==> src/rtl/stage_divider_pkg.sv <==
// Shared constants and types for the RV32M divide unit.
package stage_divider_pkg;

    localparam int WD_SIZE       = 32;
    localparam int REG_ADDR_SIZE = 5;
    localparam int OPCODE_SIZE   = 7;
    localparam int FUNCT7_SIZE   = 7;
    localparam int FUNCT3_SIZE   = 3;

    localparam logic [OPCODE_SIZE-1:0] OPCODE_OP = 7'b0110011;
    localparam logic [FUNCT7_SIZE-1:0] F7_MULDIV = 7'b0000001;

    localparam logic [FUNCT3_SIZE-1:0] F3_DIV  = 3'b100;
    localparam logic [FUNCT3_SIZE-1:0] F3_DIVU = 3'b101;
    localparam logic [FUNCT3_SIZE-1:0] F3_REM  = 3'b110;
    localparam logic [FUNCT3_SIZE-1:0] F3_REMU = 3'b111;

    // One quotient bit per DIVIDE cycle.
    localparam int DIV_CYCLES = WD_SIZE;

    // Divider FSM encoding, kept as plain constants for legacy tools.
    typedef logic [1:0] div_state_t;
    localparam div_state_t ST_IDLE   = 2'd0;
    localparam div_state_t ST_DIVIDE = 2'd1;
    localparam div_state_t ST_FIX    = 2'd2;
    localparam div_state_t ST_DONE   = 2'd3;

endpackage

==> src/rtl/stage_divider_step.sv <==
// One restoring radix-2 step: shift the next dividend bit into the partial
// remainder and subtract the divisor when it fits.
module div_iter_step #(
    parameter int WD_SIZE = 32
) (
    input  logic [WD_SIZE-1:0] i_rem,
    input  logic [WD_SIZE-1:0] i_dvd,
    input  logic [WD_SIZE-1:0] i_dsr,
    output logic [WD_SIZE-1:0] o_rem,
    output logic [WD_SIZE-1:0] o_dvd,
    output logic               o_qbit
);

    logic [WD_SIZE:0] w_part;
    logic [WD_SIZE:0] w_diff;
    logic             w_unused_diff_msb;

    // Full WD+1 width so a partial remainder with its top bit set still
    // compares correctly against a large divisor.
    assign w_part = {i_rem, i_dvd[WD_SIZE-1]};
    assign w_diff = w_part - {1'b0, i_dsr};
    assign o_qbit = (w_part >= {1'b0, i_dsr});

    // When the subtraction is taken the difference is below the divisor,
    // so its top bit is always zero.
    assign w_unused_diff_msb = w_diff[WD_SIZE];
    assign o_rem = o_qbit ? w_diff[WD_SIZE-1:0] : w_part[WD_SIZE-1:0];
    // Quotient bit is inserted into the vacated LSB by the caller.
    assign o_dvd = {i_dvd[WD_SIZE-2:0], 1'b0};

endmodule

==> src/rtl/stage_divider.sv <==
// Iterative RV32M divider (DIV/DIVU/REM/REMU), restoring radix-2, one bit
// per cycle. Stalls the pipeline via busy_o while an operation is in flight.
module stage_divider #(
    parameter int WD_SIZE       = stage_divider_pkg::WD_SIZE,
    parameter int REG_ADDR_SIZE = stage_divider_pkg::REG_ADDR_SIZE
) (
    input  logic                                    clk,
    input  logic                                    reset_n,
    input  logic                                    valid_i,
    input  logic [stage_divider_pkg::OPCODE_SIZE-1:0] opcode_i,
    input  logic [stage_divider_pkg::FUNCT7_SIZE-1:0] funct7_i,
    input  logic [stage_divider_pkg::FUNCT3_SIZE-1:0] funct3_i,
    input  logic [WD_SIZE-1:0]                      op1_data_i,
    input  logic [WD_SIZE-1:0]                      op2_data_i,
    input  logic [REG_ADDR_SIZE-1:0]                rd_i,
    input  logic                                    flush_i,
    output logic                                    busy_o,
    output logic                                    valid_o,
    output logic [WD_SIZE-1:0]                      result_o,
    output logic [REG_ADDR_SIZE-1:0]                rd_o
);

    import stage_divider_pkg::*;

    localparam int CW = $clog2(WD_SIZE);
    localparam logic [WD_SIZE-1:0] MSB_ONLY = {1'b1, {(WD_SIZE-1){1'b0}}};
    localparam logic [WD_SIZE-1:0] ALL_ONES = '1;

    div_state_t                 r_state;
    logic [CW-1:0]              r_cnt;
    logic [WD_SIZE-1:0]         r_rem;
    logic [WD_SIZE-1:0]         r_dvd;      // dividend, becomes the quotient
    logic [WD_SIZE-1:0]         r_dsr;
    logic [WD_SIZE-1:0]         r_result;
    logic [REG_ADDR_SIZE-1:0]   r_rd_lat;
    logic [REG_ADDR_SIZE-1:0]   r_rd;
    logic                       r_is_rem;
    logic                       r_neg_q;
    logic                       r_neg_r;

    logic                       w_req;
    logic                       w_signed;
    logic                       w_op1_neg;
    logic                       w_op2_neg;
    logic [WD_SIZE-1:0]         w_abs1;
    logic [WD_SIZE-1:0]         w_abs2;
    logic                       w_div0;
    logic                       w_ovf;
    logic [WD_SIZE-1:0]         w_special_res;
    logic [WD_SIZE-1:0]         w_rem_nx;
    logic [WD_SIZE-1:0]         w_dvd_nx;
    logic                       w_qbit;
    logic [WD_SIZE-1:0]         w_quo_fix;
    logic [WD_SIZE-1:0]         w_rem_fix;
    logic [WD_SIZE-1:0]         w_fix_res;

    assign w_req     = valid_i && (opcode_i == OPCODE_OP) &&
                       (funct7_i == F7_MULDIV) && funct3_i[2];
    assign w_signed  = ~funct3_i[0];
    assign w_op1_neg = w_signed & op1_data_i[WD_SIZE-1];
    assign w_op2_neg = w_signed & op2_data_i[WD_SIZE-1];
    // Negating 0x80000000 wraps back to itself, which is the right magnitude
    // when read as unsigned.
    assign w_abs1    = w_op1_neg ? -op1_data_i : op1_data_i;
    assign w_abs2    = w_op2_neg ? -op2_data_i : op2_data_i;

    assign w_div0    = (op2_data_i == '0);
    assign w_ovf     = w_signed && (op1_data_i == MSB_ONLY) && (op2_data_i == ALL_ONES);
    // Divide-by-zero wins over overflow (the two cannot coincide anyway).
    assign w_special_res = funct3_i[1] ? (w_div0 ? op1_data_i : '0)
                                       : (w_div0 ? ALL_ONES   : MSB_ONLY);

    div_iter_step #(.WD_SIZE(WD_SIZE)) u_step (
        .i_rem  (r_rem),
        .i_dvd  (r_dvd),
        .i_dsr  (r_dsr),
        .o_rem  (w_rem_nx),
        .o_dvd  (w_dvd_nx),
        .o_qbit (w_qbit)
    );

    assign w_quo_fix = r_neg_q ? -r_dvd : r_dvd;
    assign w_rem_fix = r_neg_r ? -r_rem : r_rem;
    assign w_fix_res = r_is_rem ? w_rem_fix : w_quo_fix;

    // Divider FSM and datapath; output registers only load on entry to DONE
    // so result_o/rd_o hold their previous values otherwise.
    always_ff @(posedge clk) begin
        if (!reset_n) begin
            r_state  <= ST_IDLE;
            r_cnt    <= '0;
            r_rem    <= '0;
            r_dvd    <= '0;
            r_dsr    <= '0;
            r_result <= '0;
            r_rd_lat <= '0;
            r_rd     <= '0;
            r_is_rem <= 1'b0;
            r_neg_q  <= 1'b0;
            r_neg_r  <= 1'b0;
        end else begin
            case (r_state)
                ST_IDLE: begin
                    if (w_req && !flush_i) begin
                        r_rd_lat <= rd_i;
                        r_is_rem <= funct3_i[1];
                        r_neg_q  <= w_op1_neg ^ w_op2_neg;
                        r_neg_r  <= w_op1_neg;
                        if (w_div0 || w_ovf) begin
                            r_result <= w_special_res;
                            r_rd     <= rd_i;
                            r_state  <= ST_DONE;
                        end else begin
                            r_rem   <= '0;
                            r_dvd   <= w_abs1;
                            r_dsr   <= w_abs2;
                            r_cnt   <= CW'(DIV_CYCLES - 1);
                            r_state <= ST_DIVIDE;
                        end
                    end
                end
                ST_DIVIDE: begin
                    if (flush_i) begin
                        r_state <= ST_IDLE;
                    end else begin
                        r_rem <= w_rem_nx;
                        r_dvd <= w_dvd_nx | {{(WD_SIZE-1){1'b0}}, w_qbit};
                        if (r_cnt == '0) r_state <= ST_FIX;
                        else             r_cnt   <= r_cnt - 1'b1;
                    end
                end
                ST_FIX: begin
                    if (flush_i) begin
                        r_state <= ST_IDLE;
                    end else begin
                        r_result <= w_fix_res;
                        r_rd     <= r_rd_lat;
                        r_state  <= ST_DONE;
                    end
                end
                default: r_state <= ST_IDLE;
            endcase
        end
    end

    assign busy_o   = (r_state != ST_IDLE);
    // A flush arriving during DONE still kills the writeback that cycle.
    assign valid_o  = (r_state == ST_DONE) && !flush_i;
    assign result_o = r_result;
    assign rd_o     = r_rd;

endmodule

==> config.mk <==
export PLATFORM = sky130hd
export DESIGN_NAME = stage_divider
export DESIGN_NICKNAME = d
export VERILOG_FILES = /design/src/rtl/stage_divider_pkg.sv /design/src/rtl/stage_divider_step.sv /design/src/rtl/stage_divider.sv
export SDC_FILE = /design/constraint.sdc
export NUM_CORES = 1
export LEC_CHECK = 0
export ABC_AREA = 0
export BUFFER_PORTS_ARGS = -buffer_cell sky130_fd_sc_hd__buf_2
export CAP_MARGIN = 20
export CORE_MARGIN = 2
export CORE_UTILIZATION = 54
export CTS_CLUSTER_SIZE = 40
export DETAILED_ROUTE_END_ITERATION = 12
export PLACE_DENSITY_LB_ADDON = 0.05
export SYNTH_ARGS = -nofsm -noshare
export SYNTH_HDL_FRONTEND = slang
export SYNTH_SLANG_ARGS = --single-unit
==> constraint.sdc <==
create_clock -name clk -period 3.29 [get_ports clk]
set_input_delay 0.658 -clock clk [delete_from_list [all_inputs] [get_ports clk]]
set_output_delay 0.658 -clock clk [all_outputs]
set_load 0.03 [all_outputs]
## Word-level counts from Yosys, hierarchy flattened

Cells that the tools add are included.

- Bits in registers: 148
- Bits of input ports: 90
- Output and inout bits: 39
- Word-level logic and storage cells: 95

- $add $sub $neg: 6
- $lt $le $gt $ge: 1
- Eq/ne operators: 14
- Muxes and demuxes: 36
- Bitwise logic cells: 6
- Reductions and logical operators: 21

Operators with widths:

| operator | count |
|---|---|
| $mux W32 | 17 |
| $pmux W32 S2 | 3 |
| $neg A32 Y32 | 4 |
| $eq A32 B32 Y1 const B | 2 |
| $mux W5 | 7 |
| $ge A33 B32 Y1 | 1 |
| $logic_not A32 Y1 | 1 |
| $or A32 B1 Y32 | 1 |
| $sub A32 B32 Y32 | 1 |
| $mux W31 | 1 |
| $pmux W5 S2 | 2 |
| $ne A2 B2 Y1 const B | 6 |
| $mux W2 | 5 |
| $reduce_and A4 Y1 | 2 |
| $eq A7 B1 Y1 const B | 1 |
| $eq A7 B6 Y1 const B | 1 |
| $logic_and A1 B1 Y1 | 7 |
| $pmux W2 S3 | 1 |
| $reduce_bool A2 Y1 | 3 |
| $logic_not A5 Y1 | 1 |
| $reduce_and A5 Y1 | 1 |
| $sub A5 B1 Y5 const B | 1 |
| $eq A2 B2 Y1 const B | 2 |
| $reduce_and A2 Y1 | 2 |
| other kinds (9) | 11 |

## Logic depth before layout (Yosys ltp)

Gate-level depths: netlist (run 1).

- Word-level depth: 7
- Gate-level depth with buffers: 14
- Depth with buffers taken out: 12

## Hierarchy

A second synthesis (run 1) with hierarchy kept.

- Cell total of the unflattened synthesis: 1573
- Area total of the unflattened synthesis: 12009.0 sq um

By module, submodules not included:

| module | instances | cells an instance | area an instance (sq um) | seq. area each (sq um) |
|---|---|---|---|---|
| stage_divider | 1 | 1205 | 9276.4 | 2962.8 |
| div_iter_step | 1 | 368 | 2732.6 | 0.0 |

## Worst setup path before layout (run 1)

OpenSTA, ideal clock, no wires.

- Path type: register -> register
- Start point: reg r_rem[23]
- End point: reg r_rem[31]
- Library setup time: 122 ps
- Arrival: 3133 ps
- Data required time: 3168 ps
- Setup slack: 35 ps
- Stages on the path, launching flop included: 11
- Buffers on the path: 2
- Period minus slack after synthesis: 3255 ps
- Cells stage by stage: dfxtp_1 > ha_1 > buf_2 > nand4_1 > or3_1 > or2_2 > a2111oi_2 > or2_2 > buf_2 > mux2_2 > a221o_1

- Word-level cells in the longest chain between the ends: 4
- Elaborated cells on any way between the ends: 5
- Classes of those cells: add/sub (1); order compare (1); mux (3)

Ends and longest elaborated chain:

| element | RTL line | text |
|---|---|---|
| start, declared | stage_divider.sv:31 | `logic [WD_SIZE-1:0] r_rem;` |
| start signal, assigned | stage_divider.sv:126 | `r_rem <= w_rem_nx;` |
| $sub A32 B32 Y32 or $ge A33 B32 Y1 (tied branches) | stage_divider_step.sv:21, stage_divider_step.sv:22 |  |
| $mux W32 (*) | stage_divider_step.sv:27 | `assign o_rem = o_qbit ? w_diff[WD_SIZE-1:0] : w_part[WD_SIZE-1:0];` |
| $mux W32 (*) | stage_divider.sv:123 | `if (flush_i) begin` |
| $pmux W32 S2 (*) | stage_divider.sv:102 | `case (r_state)` |

Every way passes the cells marked *; elsewhere a longest branch is shown, timed or not. The select of a mux whose other input is x is not followed.
A chain may end at the register's enable or synchronous reset.

## Worst setup path after layout (run 1)

- Start point: reg r_rem[9]
- End point: reg r_result[28] (netlist: result_o[28])

- Word-level cells in the longest chain between the ends: 5

Ends and longest elaborated chain:

| element | RTL line | text |
|---|---|---|
| $neg A32 Y32 | stage_divider.sv:83 | `assign w_rem_fix = r_neg_r ? -r_rem : r_rem;` |
| $mux W32 | stage_divider.sv:83 |  |
| $mux W32 | stage_divider.sv:84 | `assign w_fix_res = r_is_rem ? w_rem_fix : w_quo_fix;` |
| $mux W32 | stage_divider.sv:133 | `if (flush_i) begin` |
| $pmux W32 S2 | stage_divider.sv:102 |  |
| end signal, assigned | stage_divider.sv:110 | `r_result <= w_special_res;` |
| end signal, assigned | stage_divider.sv:136 | `r_result <= w_fix_res;` |
| end, declared | stage_divider.sv:34 | `logic [WD_SIZE-1:0] r_result;` |

Every way passes these cells. The select of a mux whose other input is x is not followed.

==> metrics.md, run 1 <==
| Metric | Value |
|---|---|
| Proportion of power drawn by flip-flops and latches | `44.1%` |
| Number of instances in the synthesized netlist | `~1500` |
| Clock Skew | `between 0.01 and 0.015 ns` |
| Crit-path cells | `or4_4 -> or3_4 -> or4_4 -> or4_4 -> o31a_1 -> xnor2_1 -> a21oi_1 -> a41o_1` |
| Cell count of the worst reg-to-reg path | `8` |
| Via count of the first global-routing pass | `between 10000 and 15000` |
| Antenna violations before repair | `0` |
| Overall fraction of global-route tracks in use | `31.97%` |
| Width of the die | `about 150 um` |
| Average footprint of a synthesized cell | `between 7 and 8 um2` |
| Sw power | `between 0.001 and 0.0015 W` |
| Data required, critical path | `between 3 and 4 ns` |
| CTS Root Buffer Type | `sky130_fd_sc_hd__clkbuf_16` |
| WL final | `between 30000 and 40000 um` |
| #FFs+latches synth | `148` |
| Count of endpoints failing setup in the final report | `0` |
| Area growth from synthesis to layout | `17.76%` |
| Power Dens Cells | `about 310 mW/mm2` |
| Clock share of power | `between 40% and 50%` |
| Clock tree from TritonCTS | `done` |
| Clock Pin Slew Worst Setup and Hold Paths | `roughly 0.06 ns` |
| Share of flip-flops with an asynchronous set or reset | `0%` |
| Clock buffers created by TritonCTS | `17` |
| Unrepaired setup endpoints after global routing | `false` |
| Measured slew at the worst slew-check pin | `roughly 1 ns` |
| Capture point of the critical path | `result_o[28]$_SDFFE_PN0P_` |
| I/O pin cnt | `roughly 130` |
| First-pass iteration count of the detailed router | `6` |
| Min Tclk post-route | `roughly 3.2 ns` |
| Kind of cell with the highest combined delay on the critical path | `simple AND/OR/NAND/NOR gates` |
| Count of buffering cells on the critical path with inverters included | `0` |
| Number of vias in the routed layout | `11550` |
| Register-to-register setup slack | `0.12 ns` |
| Run status | `finished clean` |
| Count of routing violations after the opening detailed-route iteration | `around 940` |
| Path type of the worst min-delay path | `flop to flop` |
| Leakage power | `5.444 nW` |
| Wire length of the first global-routing pass | `roughly 55000 um` |
| Final cell count without fillers | `approximately 1900` |
| Peak ir drop on the vdd network | `about 0.25 mV` |
| Detail-routed via count per cell | `~6.1` |
| Critical Path Start Type | `flop` |
| Max Transition Viols Final | `0` |
| Per-cell routed wire length | `between 15 and 20 um` |
| Worst setup EP type | `flop` |
| Worst setup path class | `flop to flop` |
| Quantity of hold-fixing buffers added after cts | `0` |
| Starting utilization of the core area | `between 50% and 60%` |
| Count of flip-flops with a built-in enable after synthesis | `0` |
| Post-route DRC | `0` |
| Share of cells above drive strength 1 | `between 10% and 20%` |
| DP HPWL | `approximately 27000 um` |
| Maximum clock frequency | `0.3151 GHz` |
| Buffer levels on the longest clock path | `2` |
| Headroom to the max-slew limit | `32.09%` |
| H-Tree Level Count | `4` |
| Insertion delay to the later sink of the worst-skew pair | `0.44 ns` |
| Critical path arrival | `approximately 3.5 ns` |
| Number of inserted diodes | `0` |
| Delay of the slowest critical-path stage | `about 0.56 ns` |
| Number of distinct library cells after synthesis | `74` |
| Combinational fraction of design power | `7.7%` |
| Net count after synthesis | `1601` |
| GPL Wtd Cong | `about 0.94` |
| Overall Power | `~0.0041 W` |
| Int Pwr | `around 0.003 W` |
| Setup crit start | `r_rem[9]$_SDFFE_PN0P_` |
| Fin. Hold Viols | `0` |
| Standard cell core area | `approximately 0.020 mm2` |
| Overall die area | `~0.022 mm2` |
| Total congestion overflow after global routing | `0` |
| Number of max-cap violations | `0` |
| Pin count of the biggest net entering global routing | `44` |
| Net count reported at finish | `approximately 1700` |
| Sequential-to-total area share from yosys stat | `between 20% and 30%` |
| Post-placement cell count | `around 1900` |
| Cell with the largest stage delay on the worst path | `sky130_fd_sc_hd__or4_4` |
| Port bufs | `roughly 130` |
| Final worst hold slack | `approximately 0.45 ns` |
| Number of cell rows | `52` |
| Most used DFF post-synth | `sky130_fd_sc_hd__dfxtp_1` |
| Start of the worst register-to-register path | `r_rem[9]$_SDFFE_PN0P_` |
| Crit share post-route | `between 90% and 100%` |
| Number of sinks on the clock net | `148` |
| Stages on worst setup path | `8` |
| Count of warnings emitted by yosys | `0` |
| Sum of negative setup slack | `0 ns` |
| Antenna-violating nets left | `0` |
| Largest fanout on the critical path | `4` |
| Cell repeated most along the worst path | `sky130_fd_sc_hd__or4_4` |
| Synthesized area | `around 0.011 mm2` |
| Switching Fraction | `between 20 and 30%` |
| Die Y | `146.7 um` |
| Endpoint of the worst register-to-register path | `result_o[28]$_SDFFE_PN0P_` |
[Yosys cell counts (22+ instances only)]
master | n | area, um2
sky130_fd_sc_hd__nand2_1 | 191 | 716.9
sky130_fd_sc_hd__dfxtp_1 | 148 | 2963
sky130_fd_sc_hd__a21oi_1 | 121 | 605.6
sky130_fd_sc_hd__nor2_1 | 121 | 454.2
sky130_fd_sc_hd__o21ai_0 | 109 | 545.5
sky130_fd_sc_hd__clkbuf_1 | 77 | 289.0
sky130_fd_sc_hd__xnor2_1 | 76 | 665.6
sky130_fd_sc_hd__xor2_1 | 64 | 560.5
sky130_fd_sc_hd__inv_1 | 54 | 202.7
sky130_fd_sc_hd__ha_1 | 39 | 488.0
sky130_fd_sc_hd__nand4_1 | 26 | 162.7
sky130_fd_sc_hd__nor3_1 | 26 | 130.1
sky130_fd_sc_hd__o211ai_1 | 26 | 195.2
sky130_fd_sc_hd__o31ai_1 | 26 | 195.2
sky130_fd_sc_hd__a211oi_1 | 24 | 180.2
sky130_fd_sc_hd__mux2i_1 | 22 | 220.2
[metrics by stage]
step | instance area [um2] | setup WS (ns) | utilization [%]
2_1_floorplan | 10990 | 0.03535 | -
3_3_place_gp | 12350 | -0.07956 | 61.41
3_5_place_dp | 12350 | -0.1626 | 61.41
4_1_cts | 12920 | 0.01641 | 64.29
5_1_grt | 12940 | 0.001223 | 64.39
6_report | 12940 | 0.1168 | 64.39
[power by group through the flow]
stage	sequential, W	combinational (W)	clock, W
after detailed placement	0.00183	0.000309	0
final	0.00179	0.000312	0.00196
after global routing	0.00179	0.000342	0.00206
after CTS	0.00179	0.000310	0.00198
after floorplan	0.00183	0.000149	0
after global placement	0.00183	0.000308	0
[worst min-delay path by stage]
stage / end / start / cells after the start
final: r_dsr[26]$_SDFFE_PN0P_ / r_dsr[26]$_SDFFE_PN0P_ / 2
after global routing: r_dsr[5]$_SDFFE_PN0P_ / r_dsr[5]$_SDFFE_PN0P_ / 2
after CTS: r_dsr[26]$_SDFFE_PN0P_ / r_dsr[26]$_SDFFE_PN0P_ / 2
after detailed placement: result_o[25]$_SDFFE_PN0P_ / result_o[25]$_SDFFE_PN0P_ / 1
after global placement: r_dsr[20]$_SDFFE_PN0P_ / r_dsr[20]$_SDFFE_PN0P_ / 2
after floorplan: r_dsr[1]$_SDFFE_PN0P_ / r_dsr[1]$_SDFFE_PN0P_ / 2
[cells in the final DEF (no fill, tap or decap), drive strengths merged, types with 17 or more instances in the layout]
| cell type | synthesis | final |
|---|---|---|
| ha | 39 | 39 |
| o21ai | 111 | 111 |
| nand3 | 20 | 20 |
| a211oi | 24 | 24 |
| nand2 | 191 | 191 |
| dfxtp | 148 | 148 |
| nor3 | 26 | 26 |
| xnor2 | 76 | 76 |
| xor2 | 64 | 64 |
| clkbuf | 78 | 18 |
| a21oi | 121 | 121 |
| a31oi | 20 | 20 |
| o31ai | 27 | 27 |
| or4 | 21 | 21 |
| buf | 19 | 215 |
| o41ai | 18 | 18 |
| nor2 | 122 | 122 |
| inv | 55 | 60 |
| a21o | 17 | 17 |
| o211ai | 26 | 26 |
| nand4 | 26 | 26 |
| mux2i | 22 | 22 |
[metal layers]
metal	GRT usage [%]	routed length, um
met5	0	0
met4	9.078	681
met1	46.74	16090
met2	49.51	15540
met3	3.938	2878
[cells by family (layout without fill, tap and decap cells)]
group                      Yosys count  count (layout)  synth area share [%]
buffers and inverters              152             301                 5.463
xor gates and xnor gates           140             140                 11.15
and+or+nand+nor                    497             497                 21.48
muxes                               26              26                 2.413
adders and majority gates           40              40                 4.621
DFF                                148             148                 26.95
AOI/OAI and AO/OA                  468             468                 27.92
[sequential cells by signal, summed over array words and instances (netlist names)]
signal,cells
rd_o,5
r_neg_r,1
r_rem,32
r_dvd,32
r_dsr,32
result_o,32
r_state,2
r_rd_lat,5
r_neg_q,1
r_cnt,5
r_is_rem,1
[area by class of cell]
type,count,area (um2)
Clock buffer,18,429.2
Tap cell,270,337.8
Sequential cell,148,2963
Clock inverter,13,150.1
Inverter,55,206.4
Multi-Input combinational cell,1171,7465
Fill cell,1858,7159
Timing Repair Buffer,215,1394
[worst min-delay path, delay by kind of cell, from the launching register on]
family | cells | cell delay, ns
AOI/OAI and AO/OA | 1 | 0.05
and+or+nand+nor | 1 | 0.05
DFF | 1 | 0.31
[what timing repair did]
item	4_1_cts	5_1_grt
resized for setup	0	6
buffers inserted	0	0
endpoints found under the hold margin	0	0
setup endpoints to repair	0	34
(Power assumes the default switching activity.)
==> inputs of run 2 (changes only) <==
Settings changed: CORE_UTILIZATION 54 to 55, CTS_BUF_LIST set to sky130_fd_sc_hd__clkbuf_4 sky130_fd_sc_hd__clkbuf_8.
==> metrics.md, run 2 (same netlist as run 1, synthesis figures left out) <==
| Metric | Value |
|---|---|
| Min Tclk post-route | `3.222 ns` |
| Fill cells | `about 1800` |
| Number of max-cap violations | `0` |
| Measured slew at the worst slew-check pin | `around 0.9 ns` |
| Number of sinks on the clock net | `around 150` |
| DP HPWL | `between 20000 and 30000 um` |
| Clock share of power | `approximately 43%` |
| Most frequent cells in the layout | `sky130_fd_sc_hd__nand2_1 (191), sky130_fd_sc_hd__dfxtp_1 (148), sky130_fd_sc_hd__buf_2 (128), sky130_fd_sc_hd__a21oi_1 (121), sky130_fd_sc_hd__nor2_1 (119)` |
| Wire length of the first global-routing pass | `about 56000 um` |
| Worst setup slack after placement | `-0.1942 ns` |
| Startpoint of the most critical hold path | `rd_i[0]` |
| Insertion delay to the later sink of the worst-skew pair | `roughly 0.48 ns` |
| Area growth from synthesis to layout | `15.87%` |
| Slack of the critical path | `0.06775 ns` |
| Cell count of the worst reg-to-reg path | `8` |
| Int Pwr | `around 0.0027 W` |
| Fin. Hold Viols | `0` |
| Proportion of power drawn by flip-flops and latches | `48.6%` |
| Critical path arrival | `about 3.6 ns` |
| Port bufs | `between 100 and 150` |
| Starting utilization of the core area | `roughly 56%` |
| H-Tree Level Count | `4` |
| Overall die area | `~0.021 mm2` |
| Critical Path Start Type | `flop` |
| Clock Pin Slew Worst Setup and Hold Paths | `0.08 ns` |
| Switching Fraction | `a little over a quarter` |
| Total congestion overflow after global routing | `0` |
| Leading cell type in the layout, fill and taps excluded | `sky130_fd_sc_hd__nand2_1` |
| Pin count of the biggest net entering global routing | `42` |
| Fraction of the core area covered by cells at the end of the flow | `between 60% and 70%` |
| First-pass iteration count of the detailed router | `7` |
| Data required, critical path | `about 3.7 ns` |
| Endpoint of the worst register-to-register path | `result_o[28]$_SDFFE_PN0P_` |
| Detail-routed via count per cell | `6.187` |
| Peak ir drop on the vdd network | `0.2343 mV` |
| Number of buffers inserted to repair setup after CTS | `0` |
| Leakage power | `approximately 5.4 nW` |
| Overall fraction of global-route tracks in use | `32.65%` |
| Sw power | `about 0.00097 W` |
| Start of the worst register-to-register path | `r_rem[9]$_SDFFE_PN0P_` |
| Net count reported at finish | `~1700` |
| Unrepaired setup endpoints after global routing | `false` |
| Register-to-register setup slack | `around 0.068 ns` |
| Number of inserted diodes | `0` |
| Number of vias in the routed layout | `approximately 12000` |
| Width of the die | `145.4 um` |
| Post-Layout Inst Area | `roughly 0.013 mm2` |
| Clock tree from TritonCTS | `done` |
| Area of placed instances | `around 0.012 mm2` |
| Post-route DRC | `0` |
| Endpoint of the worst hold path | `r_rd_lat[0]$_SDFFE_PN0P_` |
| Per-cell routed wire length | `18.58 um` |
| Number of cell rows | `51` |
| Standard cell core area | `approximately 0.02 mm2` |
| GPL Wtd Cong | `~0.95` |
| Headroom to the max-slew limit | `between 40% and 50%` |
| Crit share post-route | `a little over nine tenths` |
| WL final | `35070 um` |
| Buffer levels on the longest clock path | `2` |
| Hold Path Stages | `3` |
| Antenna violations before repair | `0` |
| Worst setup EP type | `flop` |
| Share of cells above drive strength 1 | `17.26%` |
| CTS Root Buffer Type | `sky130_fd_sc_hd__clkbuf_8` |
| Combinational fraction of design power | `8.6%` |
| I/O pin cnt | `about 130` |
| Clock Skew | `around 0.011 ns` |
| Worst setup path class | `flop to flop` |
| Power Dens Cells | `between 200 and 300 mW/mm2` |
| Maximum clock frequency | `~0.31 GHz` |
| Max Transition Viols Final | `0` |
| Count of routing violations after the opening detailed-route iteration | `1060` |
| Path type of the worst min-delay path | `primary input to flop` |
| Die Y | `145.4 um` |
| Clock buffers created by TritonCTS | `17` |
| Run status | `finished clean` |
| Via count of the first global-routing pass | `approximately 11000` |
| Largest fanout on the critical path | `4` |
| Count of endpoints failing setup in the final report | `0` |
| Antenna-violating nets left | `0` |
[run 2: cell types whose count changed in the layout (fill, tap and decap cells not counted), sizes merged]
cell and change:
buf +1, bufinv +1, clkbuf +1, clkinvlp -1
[run 2: power groups by stage]
stage	Clock [W]	Combinational [W]	Sequential, W
floorplan	0	0.000149	0.00183
global placement	0	0.000311	0.00183
detailed placement	0	0.000311	0.00183
CTS	0.00158	0.000312	0.00179
global route	0.00166	0.000347	0.00179
finish	0.00157	0.000317	0.00179
[run 2: worst max path at each step]
stage / start / to / slack, ns / cells after the start
2_1_floorplan: r_rem[23]$_SDFFE_PN0P_ / r_rem[31]$_SDFFE_PN0P_ / 0.04 / 10
3_3_place_gp: op1_data_i[20] / rd_o[2]$_SDFFE_PN0P_ / -0.04 / 11
3_5_place_dp: op1_data_i[20] / rd_o[3]$_SDFFE_PN0P_ / -0.19 / 11
4_1_cts: r_rem[5]$_SDFFE_PN0P_ / result_o[28]$_SDFFE_PN0P_ / 0.08 / 8
5_1_grt: r_dsr[1]$_SDFFE_PN0P_ / r_rem[31]$_SDFFE_PN0P_ / 0.002 / 11
6_report: r_rem[9]$_SDFFE_PN0P_ / result_o[28]$_SDFFE_PN0P_ / 0.07 / 8
[run 2: critical path, cell delays in order, from the launching register on]
cell                      delay [ns]
sky130_fd_sc_hd__dfxtp_1        0.33
sky130_fd_sc_hd__or4_4          0.56
sky130_fd_sc_hd__or3_4          0.36
sky130_fd_sc_hd__or4_4          0.47
sky130_fd_sc_hd__or4_4          0.54
sky130_fd_sc_hd__o31a_1         0.31
sky130_fd_sc_hd__xnor2_1        0.17
sky130_fd_sc_hd__a21oi_1        0.11
sky130_fd_sc_hd__a41o_1         0.26
[run 2: area by class of cell]
cell class	instances	area (um2)	share of cell area (%)
clock buffer	19	255.2	2.004
clock inverter	13	172.7	1.356
inverter	55	206.4	1.621
multi-input combinational	1171	7445	58.45
sequential	148	2963	23.26
tap	265	331.6	2.603
timing repair buffer	216	1364	10.71
[run 2: metal layers]
metal,vias up,GRT usage (%),routed length (um)
met5,-,0,0
met4,0,10.88,1046
met3,78,6.176,3105
met2,544,50.59,15200
met1,5404,45.83,15710
li1,5648,-,-
[run 2: repair_timing]
item                                    4_1_cts  5_1_grt
endpoints found under the setup margin        0        2
hold buffers                                  0        0
gates resized for setup                       0        2
[run 2: through the flow]
stage               setup TNS [ns]  std cells  hold slack [ns]  power, W
finish                           0       1887           0.4457  0.003678
global route                     0       1887           0.4590  0.003799
CTS                              0       1887           0.4434  0.003680
detailed placement          -4.808       1855           0.4411  0.002143
global placement           -0.3059       1855           0.4377  0.002142
floorplan                        0       1471           0.4319  0.001981
==> inputs of run 3 (changes only) <==
Settings changed: HOLD_SLACK_MARGIN set to 0.03, RECOVER_POWER set to 100.
==> metrics.md, run 3 (same netlist as run 1, synthesis figures left out) <==
| Metric | Value |
|---|---|
| Run status | `finished clean` |
| Cell count of the worst reg-to-reg path | `8` |
| DP HPWL | `26810 um` |
| Startpoint of the most critical hold path | `r_dsr[16]$_SDFFE_PN0P_` |
| Clock Pin Slew Worst Setup and Hold Paths | `0.09 ns` |
| Wire length of the first global-routing pass | `56260 um` |
| Resize count post-CTS | `0` |
| Count of endpoints failing setup in the final report | `0` |
| Worst setup path class | `flop to flop` |
| Buffer levels on the longest clock path | `2` |
| Int Pwr | `0.002707 W` |
| Per-cell routed wire length | `between 15 and 20 um` |
| Starting utilization of the core area | `between 50% and 60%` |
| Most frequent cells in the layout | `sky130_fd_sc_hd__nand2_1 (191), sky130_fd_sc_hd__dfxtp_1 (148), sky130_fd_sc_hd__a21oi_1 (121), sky130_fd_sc_hd__nor2_1 (120), sky130_fd_sc_hd__o21ai_0 (107)` |
| Measured slew at the worst slew-check pin | `0.8989 ns` |
| Overall die area | `~0.021 mm2` |
| Register-to-register setup slack | `around 0.065 ns` |
| WL final | `around 35000 um` |
| Post-route DRC | `0` |
| Proportion of power drawn by flip-flops and latches | `between 40% and 50%` |
| Cell with the largest stage delay on the worst path | `sky130_fd_sc_hd__or4_4` |
| Count of routing violations after the opening detailed-route iteration | `approximately 1000` |
| Largest fanout on the critical path | `4` |
| Unrepaired setup endpoints after global routing | `false` |
| Max Transition Viols Final | `0` |
| Critical Path Start Type | `flop` |
| Pin count of the biggest net entering global routing | `between 40 and 50` |
| I/O pin cnt | `129` |
| Post-placement cell count | `~1900` |
| Final cell count without fillers | `1887` |
| Cell repeated most along the worst path | `sky130_fd_sc_hd__or4_4` |
| Fin. Hold Viols | `0` |
| Maximum clock frequency | `roughly 0.31 GHz` |
| Delay of the slowest critical-path stage | `about 0.56 ns` |
| Number of max-cap violations | `0` |
| Area growth from synthesis to layout | `14.92%` |
| Data required, critical path | `3.65 ns` |
| Leakage power | `roughly 5.2 nW` |
| Path type of the worst min-delay path | `flop to flop` |
| Detail-routed via count per cell | `roughly 6` |
| Clock tree from TritonCTS | `done` |
| Crit share post-route | `about 100%` |
| Number of cell rows | `slightly above 50` |
| Via count of the first global-routing pass | `between 10000 and 15000` |
| Clock buffers created by TritonCTS | `17` |
| Power Dens Cells | `290.5 mW/mm2` |
| Insertion delay to the later sink of the worst-skew pair | `0.47 ns` |
| Width of the die | `145.4 um` |
| Combinational fraction of design power | `between 8 and 9%` |
| Peak ir drop on the vdd network | `roughly 0.23 mV` |
| Quantity of hold-fixing buffers added after cts | `0` |
| Start of the worst register-to-register path | `r_rem[9]$_SDFFE_PN0P_` |
| Total congestion overflow after global routing | `0` |
| Clock share of power | `42.7%` |
| Leading cell type in the layout, fill and taps excluded | `sky130_fd_sc_hd__nand2_1` |
| Fraction of the core area covered by cells at the end of the flow | `approximately two thirds` |
| First-pass iteration count of the detailed router | `5` |
| Worst setup EP type | `flop` |
| Number of buffers inserted to repair setup after CTS | `0` |
| Min Tclk post-route | `around 3.2 ns` |
| Number of vias in the routed layout | `11640` |
| Sw power | `roughly 0.00096 W` |
| GPL Wtd Cong | `0.9473` |
| H-Tree Level Count | `4` |
| Port bufs | `between 100 and 150` |
| Final worst hold slack | `0.4556 ns` |
| Share of cells above drive strength 1 | `between 10% and 20%` |
| Capture point of the critical path | `result_o[28]$_SDFFE_PN0P_` |
| Endpoint of the worst register-to-register path | `result_o[28]$_SDFFE_PN0P_` |
| Headroom to the max-slew limit | `between 30% and 40%` |
| Standard cell core area | `roughly 0.020 mm2` |
| Setup crit start | `r_rem[9]$_SDFFE_PN0P_` |
| Clock Skew | `around 0.011 ns` |
| Switching Fraction | `a little over a quarter` |
| Die Y | `between 100 and 150 um` |
| Area of placed instances | `~0.012 mm2` |
| Antenna violations before repair | `0` |
| Net count reported at finish | `1739` |
| Crit-path cells | `or4_4 -> or3_4 -> or4_4 -> or4_4 -> o31a_1 -> xnor2_1 -> a21oi_1 -> a41o_1` |
| Overall fraction of global-route tracks in use | `32.65%` |
| CTS Root Buffer Type | `sky130_fd_sc_hd__clkbuf_8` |
| Critical path arrival | `3.59 ns` |
| Post-Layout Inst Area | `between 0.01 and 0.015 mm2` |
| Number of sinks on the clock net | `between 100 and 150` |
| Antenna-violating nets left | `0` |
| Number of inserted diodes | `0` |
run 3: worst min path at each step:
stage                                      endpoint  cells past startpoint  slack (ns)
after floorplan               r_dsr[1]$_SDFFE_PN0P_                      2        0.43
after global placement    result_o[11]$_SDFFE_PN0P_                      1        0.44
after detailed placement  result_o[11]$_SDFFE_PN0P_                      1        0.44
after CTS                  r_rd_lat[2]$_SDFFE_PN0P_                      3        0.44
after global routing       r_rd_lat[0]$_SDFFE_PN0P_                      3        0.46
final                        r_dsr[16]$_SDFFE_PN0P_                      2        0.46
run 3: final cells by class:
type	count	area, um2
multi-input combinational	1171	7442
fill	1856	6893
sequential	148	2963
timing repair buffer	216	1262
tap	265	331.6
clock buffer	19	255.2
inverter	55	206.4
clock inverter	13	172.7
run 3: per-stage QoR:
stage	setup slack, ns	total power [W]	TNS (ns)
6_report	0.06535	0.003671	0
2_1_floorplan	0.03535	0.001981	0
3_5_place_dp	-0.1942	0.002143	-4.808
4_1_cts	0.08033	0.003680	0
5_1_grt	0.005712	0.003797	0
3_3_place_gp	-0.03524	0.002142	-0.3059
run 3: power groups by stage:
stage	registers, W	clock network, W	logic, W
2_1_floorplan	0.00183	0	0.000149
3_3_place_gp	0.00183	0	0.000311
3_5_place_dp	0.00183	0	0.000311
4_1_cts	0.00179	0.00158	0.000312
5_1_grt	0.00179	0.00166	0.000345
6_report	0.00179	0.00157	0.000315
run 3: routing by layer:
layer	global-route usage [%]	share of wire (%)	routed length (um)
met5	0	0	0
met4	10.88	2.9	1015
met3	6.176	9.2	3233
met2	50.59	43	15190
met1	45.83	44	15570
run 3: critical path: cells and delay by family (launching register included):
kind	cells	cell delay (ns)
flip-flops	1	0.34
XOR/XNOR	1	0.17
AND/OR/NAND/NOR	4	1.93
AO/OA/AOI/OAI	3	0.69
